File: src/rtl/serial_parity_rx_if.sv
// Serial parity receiver bus: strobed serial input plus the decoded word and error flags.
// The master modport is the upstream/consumer side; the slave modport is the receiver.
interface serial_parity_rx_if #(
  parameter int DATA_W = 8
);
  logic              i_bit_en;
  logic              i_rx;
  logic [DATA_W-1:0] o_data;
  logic              o_valid;
  logic              o_parity_err;
  logic              o_frame_err;
  logic              o_busy;

  modport master (
    output i_bit_en, i_rx,
    input  o_data, o_valid, o_parity_err, o_frame_err, o_busy
  );

  modport slave (
    input  i_bit_en, i_rx,
    output o_data, o_valid, o_parity_err, o_frame_err, o_busy
  );
endinterface

File: src/rtl/serial_parity_rx.sv
// Strobed serial frame receiver: start(0), DATA_W data bits LSB first, parity, stop(1).
// Define SERIAL_PARITY_RX_ODD_EN to check odd parity instead of even.
module serial_parity_rx #(
  parameter int DATA_W = 8
) (
  input logic               i_clk,
  input logic               i_rst_n,
  serial_parity_rx_if.slave bus
);

  localparam int CNT_W = (DATA_W > 1) ? $clog2(DATA_W) : 1;
  localparam logic [CNT_W-1:0] CNT_LAST = CNT_W'(DATA_W - 1);

`ifdef SERIAL_PARITY_RX_ODD_EN
  localparam logic PAR_INV = 1'b1;
`else
  localparam logic PAR_INV = 1'b0;
`endif

  typedef enum logic [2:0] {IDLE, DATA, PARITY, STOP, BRK} state_t;

  state_t            state;
  logic [CNT_W-1:0]  cnt;
  logic              acc;
  logic              pbit;
  logic [DATA_W-1:0] shreg;
  logic [DATA_W-1:0] shift_nxt;

  // Right shift with the new bit entering at the MSB, so the first data bit lands in bit 0.
  always_comb begin
    shift_nxt             = shreg >> 1;
    shift_nxt[DATA_W-1]   = bus.i_rx;
  end

  always_ff @(posedge i_clk or negedge i_rst_n) begin
    if (!i_rst_n) begin
      state            <= IDLE;
      cnt              <= '0;
      acc              <= 1'b0;
      pbit             <= 1'b0;
      shreg            <= '0;
      bus.o_data       <= '0;
      bus.o_valid      <= 1'b0;
      bus.o_parity_err <= 1'b0;
      bus.o_frame_err  <= 1'b0;
      bus.o_busy       <= 1'b0;
    end else begin
      bus.o_valid <= 1'b0;
      if (bus.i_bit_en) begin
        unique case (state)
          IDLE: begin
            if (!bus.i_rx) begin
              state      <= DATA;
              cnt        <= '0;
              acc        <= 1'b0;
              bus.o_busy <= 1'b1;
            end
          end
          DATA: begin
            shreg <= shift_nxt;
            acc   <= acc ^ bus.i_rx;
            if (cnt == CNT_LAST) begin
              cnt   <= '0;
              state <= PARITY;
            end else begin
              cnt <= cnt + 1'b1;
            end
          end
          PARITY: begin
            pbit  <= bus.i_rx;
            state <= STOP;
          end
          STOP: begin
            bus.o_data       <= shreg;
            bus.o_valid      <= 1'b1;
            bus.o_parity_err <= acc ^ pbit ^ PAR_INV;
            bus.o_frame_err  <= ~bus.i_rx;
            // A low stop bit means the line is in break; wait for it to go high.
            state            <= bus.i_rx ? IDLE : BRK;
            bus.o_busy       <= ~bus.i_rx;
          end
          BRK: begin
            if (bus.i_rx) begin
              state      <= IDLE;
              bus.o_busy <= 1'b0;
            end
          end
          default: begin
            state      <= IDLE;
            bus.o_busy <= 1'b0;
          end
        endcase
      end
    end
  end

endmodule
File: src/flat_wrapper.sv
// flat-port wrapper written by rule: the top's interface ports become plain ports
module serial_parity_rx_flat 
#(
  parameter int DATA_W = 8
)
  (i_clk, i_rst_n, bus_i_bit_en, bus_i_rx, bus_o_data, bus_o_valid, bus_o_parity_err, bus_o_frame_err, bus_o_busy);
  serial_parity_rx_if #(.DATA_W(DATA_W)) bus_i ();
  input logic i_clk;
  input logic i_rst_n;
  input wire logic [$bits(bus_i.i_bit_en)-1:0] bus_i_bit_en;
  input wire logic [$bits(bus_i.i_rx)-1:0] bus_i_rx;
  output wire logic [$bits(bus_i.o_data)-1:0] bus_o_data;
  output wire logic [$bits(bus_i.o_valid)-1:0] bus_o_valid;
  output wire logic [$bits(bus_i.o_parity_err)-1:0] bus_o_parity_err;
  output wire logic [$bits(bus_i.o_frame_err)-1:0] bus_o_frame_err;
  output wire logic [$bits(bus_i.o_busy)-1:0] bus_o_busy;
  assign bus_i.i_bit_en = bus_i_bit_en;
  assign bus_i.i_rx = bus_i_rx;
  assign bus_o_data = bus_i.o_data;
  assign bus_o_valid = bus_i.o_valid;
  assign bus_o_parity_err = bus_i.o_parity_err;
  assign bus_o_frame_err = bus_i.o_frame_err;
  assign bus_o_busy = bus_i.o_busy;
  serial_parity_rx #(.DATA_W(DATA_W)) u_core (.i_clk(i_clk), .i_rst_n(i_rst_n), .bus(bus_i));
endmodule
File: config.mk
export PLATFORM = sky130hd
export DESIGN_NAME = serial_parity_rx_flat
export DESIGN_NICKNAME = d
export VERILOG_FILES = /design/src/rtl/serial_parity_rx_if.sv /design/src/rtl/serial_parity_rx.sv /design/src/flat_wrapper.sv
export SDC_FILE = /design/constraint.sdc
export NUM_CORES = 1
export LEC_CHECK = 0
export BUFFER_PORTS_ARGS = -buffer_cell sky130_fd_sc_hd__buf_2
export CORE_MARGIN = 2
export CORE_UTILIZATION = 40
export CTS_BUF_LIST = sky130_fd_sc_hd__clkbuf_8
export CTS_CLUSTER_DIAMETER = 100
export DETAILED_ROUTE_END_ITERATION = 8
export PLACE_DENSITY = 0.7
export SLEW_MARGIN = 15
export SYNTH_ARGS = -nofsm -noshare
export SYNTH_HDL_FRONTEND = slang
export SYNTH_SLANG_ARGS = --single-unit
File: constraint.sdc
create_clock -name i_clk -period 1.5 [get_ports i_clk]
set_input_delay 0.3 -clock i_clk [delete_from_list [all_inputs] [get_ports i_clk]]
set_output_delay 0.3 -clock i_clk [all_outputs]
set_load 0.01 [all_outputs]
Word-level counts from Yosys, hierarchy flattened
Cells that the tools add are included.
{ "word_totals": {"reg_bits": 28, "in_bits": 4, "output_inout_bits": 12, "word_cells": 47} }
{ "op_classes": {"add_sub_neg": 1, "n_eq_ne": 8, "n_mux": 15, "bitwise": 4, "reduce_logical": 9} }
{ "op_table": {"columns": ["op", "count"], "rows": [
  ["two-way mux 3 bit", 6],
  ["one-hot mux 3 bit (5 select lines)", 1],
  ["AND reduction 4 bit", 2],
  ["== test 3 x 2 -> 1 bit, second input constant", 2],
  ["== test 3 bit, second input constant", 2],
  ["one-hot mux 3 bit (2 select lines)", 1],
  ["AND reduction 2 bit", 3],
  ["two-way mux 1 bit", 5],
  ["!= test 2 bit, second input constant", 2],
  ["one-hot mux 1 bit (4 select lines)", 1],
  ["adder 3 x 1 -> 3 bit, second input constant", 1],
  ["== test 3 x 1 -> 1 bit, second input constant", 1],
  ["logical NOT 3 bit", 1],
  ["AND reduction 3 bit", 1],
  ["!= test 2 x 1 -> 1 bit, second input constant", 1],
  ["inverter 1 bit", 2],
  ["one-hot mux 1 bit (2 select lines)", 1],
  ["nonzero test 2 bit", 1],
  ["OR reduction 2 bit", 1],
  ["bitwise XOR 1 bit", 2]
]} }

Logic depth before layout (Yosys ltp)
{ "logic_depth": {"word_depth": 4, "depth_mapped": 5, "mapped_depth_nobuf": 5} }

Least setup slack after synthesis
Ideal clock, no wire load.
{ "synth_timing": {"path_type": "flip-flop to flip-flop", "start": "register u_core.cnt[0]", "end": "register u_core.cnt[0]", "t_arrival_ns": 1.427, "required_ns": 1.405, "slack_ns": -0.022, "stages_incl_launch_ff": 5, "path_buffers": 0, "period_less_slack_ns": 1.522, "path_cell_list": "dfrtp_1 ha_1 ha_1 or4_1 o31ai_1"} }
{ "synth_between": {"elab_chain_len": 3, "word_cells_on_any_way": 4, "classes_between": "add/sub (1); eq/ne (1); mux (2)"} }
{ "synth_lines": {"columns": ["element", "line", "text"], "rows": [
  ["from (decl)", "serial_parity_rx.sv:23", "logic [CNT_W-1:0] cnt;"],
  ["from (signal assigned)", "serial_parity_rx.sv:66", "cnt <= cnt + 1'b1;"],
  ["adder 3 x 1 -> 3 bit or == test 3 bit (tied branches)", "serial_parity_rx.sv:66, serial_parity_rx.sv:62", null],
  ["two-way mux 3 bit *", "serial_parity_rx.sv:62", "if (cnt == CNT_LAST) begin"],
  ["one-hot mux 3 bit (2 select lines) *", "serial_parity_rx.sv:50", "unique case (state)"]
]} }
Mark *: on every way between the ends. The rest lies on a longest branch, timed or not.
A chain may end at the register's enable or synchronous reset.

Final worst setup path
Ends and elaborated chain as after synthesis.

==> results.toml <==
[outcome]
outcome = "finished, final reports clean"

[timing]
final.min_clock_period_ps = 1450
worst_clock_skew_ps = 3.44
timing.slew.headroom_pct = 58.8
setup_viol = 0
max_freq_ghz = 0.690
grt_setup_unrepaired = "true"
final_slew_violations = 0
period_share_pct = 96.6
timing_worst_slew_pin_value_ps = 617
hold_viol_final = 0
finalSetupTns_ps = 0

[layout]
design.final.nets = 122
num_antenna_cells = 0
multi_input_comb_area_um2 = 497
drive_gt1_share_pct = 37.4
fill_cells = 259
commonest_non_fill_non_tap_cell_in_the_layout = "sky130_fd_sc_hd__dfrtp_1"
syn2layout_area_growth_pct = 19.3
post-route-util_pct = 48.8
ff_latch_area_um2 = 701
most_used_cells_in_the_layout_excluding_fill_and_tap_cells = "sky130_fd_sc_hd__dfrtp_1 (28), sky130_fd_sc_hd__buf_2 (15), sky130_fd_sc_hd__mux2_2 (13)"

[grt]
overflow = 0
antenna_found_initial = 0
first_pass_grt_wire_length_mm = 3.75
global_route.usage.total_pct = 14.1
grt_pass1_vias = 854
grt_max_degree = 29

[critical_path]
timing.critical_path.fanout_max = 3
cp_endpoint_kind = "flop"
critical_path_startpoint = "u_core.cnt[0]"
critical_path_class = "reg2reg"
timing.critical_path.from_type = "flop"
required_ps = 1680
rr_endpoint = "u_core.cnt[0]"
reg2reg_slack_ps = 50
depth_of_the_worst_register_to_register_path = 4
rr_startpoint = "u_core.cnt[0]"
critical_path.endpoint = "u_core.cnt[0]"
worst-endpoint-arrival_ps = 1630

[synthesis]
synthCells = 96
yosysSeqAreaShare_pct = 57.5
ys.warnings.count = 0
syn-num-nets = 102
syn-cell-area_um2 = 1220
number_of_flip_flops_and_latches_in_the_synthesized_netlist = 28
syn-mean-instance-area_um2 = 12.7
netlist-cell-type-count = 25

[place]
dp_hpwl_mm = 1.43
portBuffers = 15
gpl.final_weighted_congestion = 0.831

[drt]
wl_per_cell_um = 13.6
vias = 774
ant_nets = 0
first_pass_iters = 4
drt-initial-drc-count = 23
avgViaCountPerCell = 5.23
route.final.wire_length_mm = 2.01
remaining_drc_errors = 0

[floorplanning]
design.portCount = 16
std_cell_rows = 20
core_region_area_um2 = 2980
initial_util_pct = 40.9
die-height_um = 59.2
floorplan.die.width_um = 59.2
floorplan.die_area_um2 = 3500

[clocking]
cts_num_sinks = 28
clock_insertion_delay_worst_skew_ps = 270
cts_buffers = 3
cts_hold_buffers = 0
tritoncts_clock_tree = "built"
postCtsSetupBuffers = 0
cts_max_level = 1
clock_path_buffers = 2
root_buffer = "sky130_fd_sc_hd__clkbuf_8"
cts.reportedPaths.clkPinSlew_ps = 90

[pwr]
powerDensity_nw_per_um2 = 1860
pleak_uw = 0.000703
ir_drop_mv = 0.884

[hold_path]
worstHoldPathType = "in2async"

[run]
cap_violations = 0
## logic make-up after synthesis
family | share of synthesized area (%)
muxes | 15.7
AOI/OAI and AO/OA | 8.62
buffers and inverters | 3.18
xor gates and xnor gates | 1.44
adders and majority gates | 2.05
DFF | 57.5
and+or+nand+nor | 11.5
## sequential cells by signal, indices dropped and copies added (netlist names)
register	flops
u_core.acc	1
u_core.bus.o_busy	1
u_core.bus.o_data	8
u_core.bus.o_frame_err	1
u_core.bus.o_parity_err	1
u_core.bus.o_valid	1
u_core.cnt	3
u_core.pbit	1
u_core.shreg	8
u_core.state	3
## report_power, final
part           switching [uW]  total (uW)  internal (uW)
Clock                     222         579            357
Sequential                186        1240           1050
Combinational             399         892            493
## worst min-delay path by stage
stage	slack, ps	to	depth (start not counted)
global route	80	u_core.bus.o_data[5]	1
global placement	340	u_core.shreg[3]	1
detailed placement	350	u_core.bus.o_data[3]	1
CTS	50	u_core.bus.o_data[3]	1
finish	30	u_core.bus.o_data[3]	1
floorplan	4	u_core.acc	0
## routing by layer
| metal | GRT usage [%] | vias to the layer above | routed length [um] |
|---|---|---|---|
| li1 | - | 379 | - |
| met1 | 16.8 | 374 | 956 |
| met2 | 25.4 | 19 | 941 |
| met3 | 4.37 | 2 | 105 |
| met4 | 1.62 | 0 | 11 |
| met5 | 0 | - | 0 |
## worst max-delay path, stage by stage, from the launching register on
cell	delay [ps]
sky130_fd_sc_hd__dfrtp_1	410
sky130_fd_sc_hd__ha_2	200
sky130_fd_sc_hd__ha_4	160
sky130_fd_sc_hd__or4_1	390
sky130_fd_sc_hd__o31ai_1	190
## repair_timing
item                       in CTS  in global routing
hold endpoints to repair        0                  0
setup endpoints to repair       0                  2
gates resized for setup         0                  1
## cell usage after synthesis
cell | instances | area, um^2
sky130_fd_sc_hd__o21a_1 | 1 | 7.51
sky130_fd_sc_hd__nand2_1 | 9 | 33.8
sky130_fd_sc_hd__inv_1 | 3 | 11.3
sky130_fd_sc_hd__and3_1 | 1 | 6.26
sky130_fd_sc_hd__dfrtp_1 | 28 | 701
sky130_fd_sc_hd__nor2_1 | 1 | 3.75
sky130_fd_sc_hd__ha_1 | 2 | 25.0
sky130_fd_sc_hd__or4_1 | 1 | 7.51
sky130_fd_sc_hd__nor3b_4 | 1 | 18.8
sky130_fd_sc_hd__nor3b_1 | 1 | 7.51
sky130_fd_sc_hd__o21ai_0 | 7 | 35.0
sky130_fd_sc_hd__a32o_1 | 1 | 10.0
sky130_fd_sc_hd__buf_2 | 4 | 20.0
sky130_fd_sc_hd__nor2b_1 | 2 | 12.5
sky130_fd_sc_hd__xnor2_1 | 2 | 17.5
sky130_fd_sc_hd__a32oi_1 | 1 | 8.76
sky130_fd_sc_hd__or3b_1 | 1 | 8.76
sky130_fd_sc_hd__clkbuf_1 | 2 | 7.51
sky130_fd_sc_hd__nand3_1 | 2 | 10.0
sky130_fd_sc_hd__mux2_2 | 13 | 146
sky130_fd_sc_hd__nand2b_4 | 1 | 13.8
sky130_fd_sc_hd__o22ai_1 | 1 | 6.26
sky130_fd_sc_hd__mux2_1 | 4 | 45.0
sky130_fd_sc_hd__o31ai_1 | 5 | 37.5
sky130_fd_sc_hd__nand4b_1 | 2 | 17.5
## per-stage QoR
stage,hold WS [ps],cells,power (uW),area (um^2),worst slack (ps)
6_report,31.6,148,2710,1450,51.7
3_3_place_gp,341,144,2110,1380,64.1
5_1_grt,83.8,148,2920,1450,-13.5
3_5_place_dp,350,144,2160,1380,17.7
2_1_floorplan,4.41,96,1840,1230,5.36
4_1_cts,45.8,148,2750,1450,6.13
## cell type report
cell class,instances,share of cell area (%)
clock buffer,3,2.84
clock inverter,1,2.07
multi-input combinational,59,34.2
sequential,28,48.2
inverter,3,0.775
tap,33,2.84
timing repair buffer,21,9.12
Note: power is estimated with default switching activity, not from simulation.
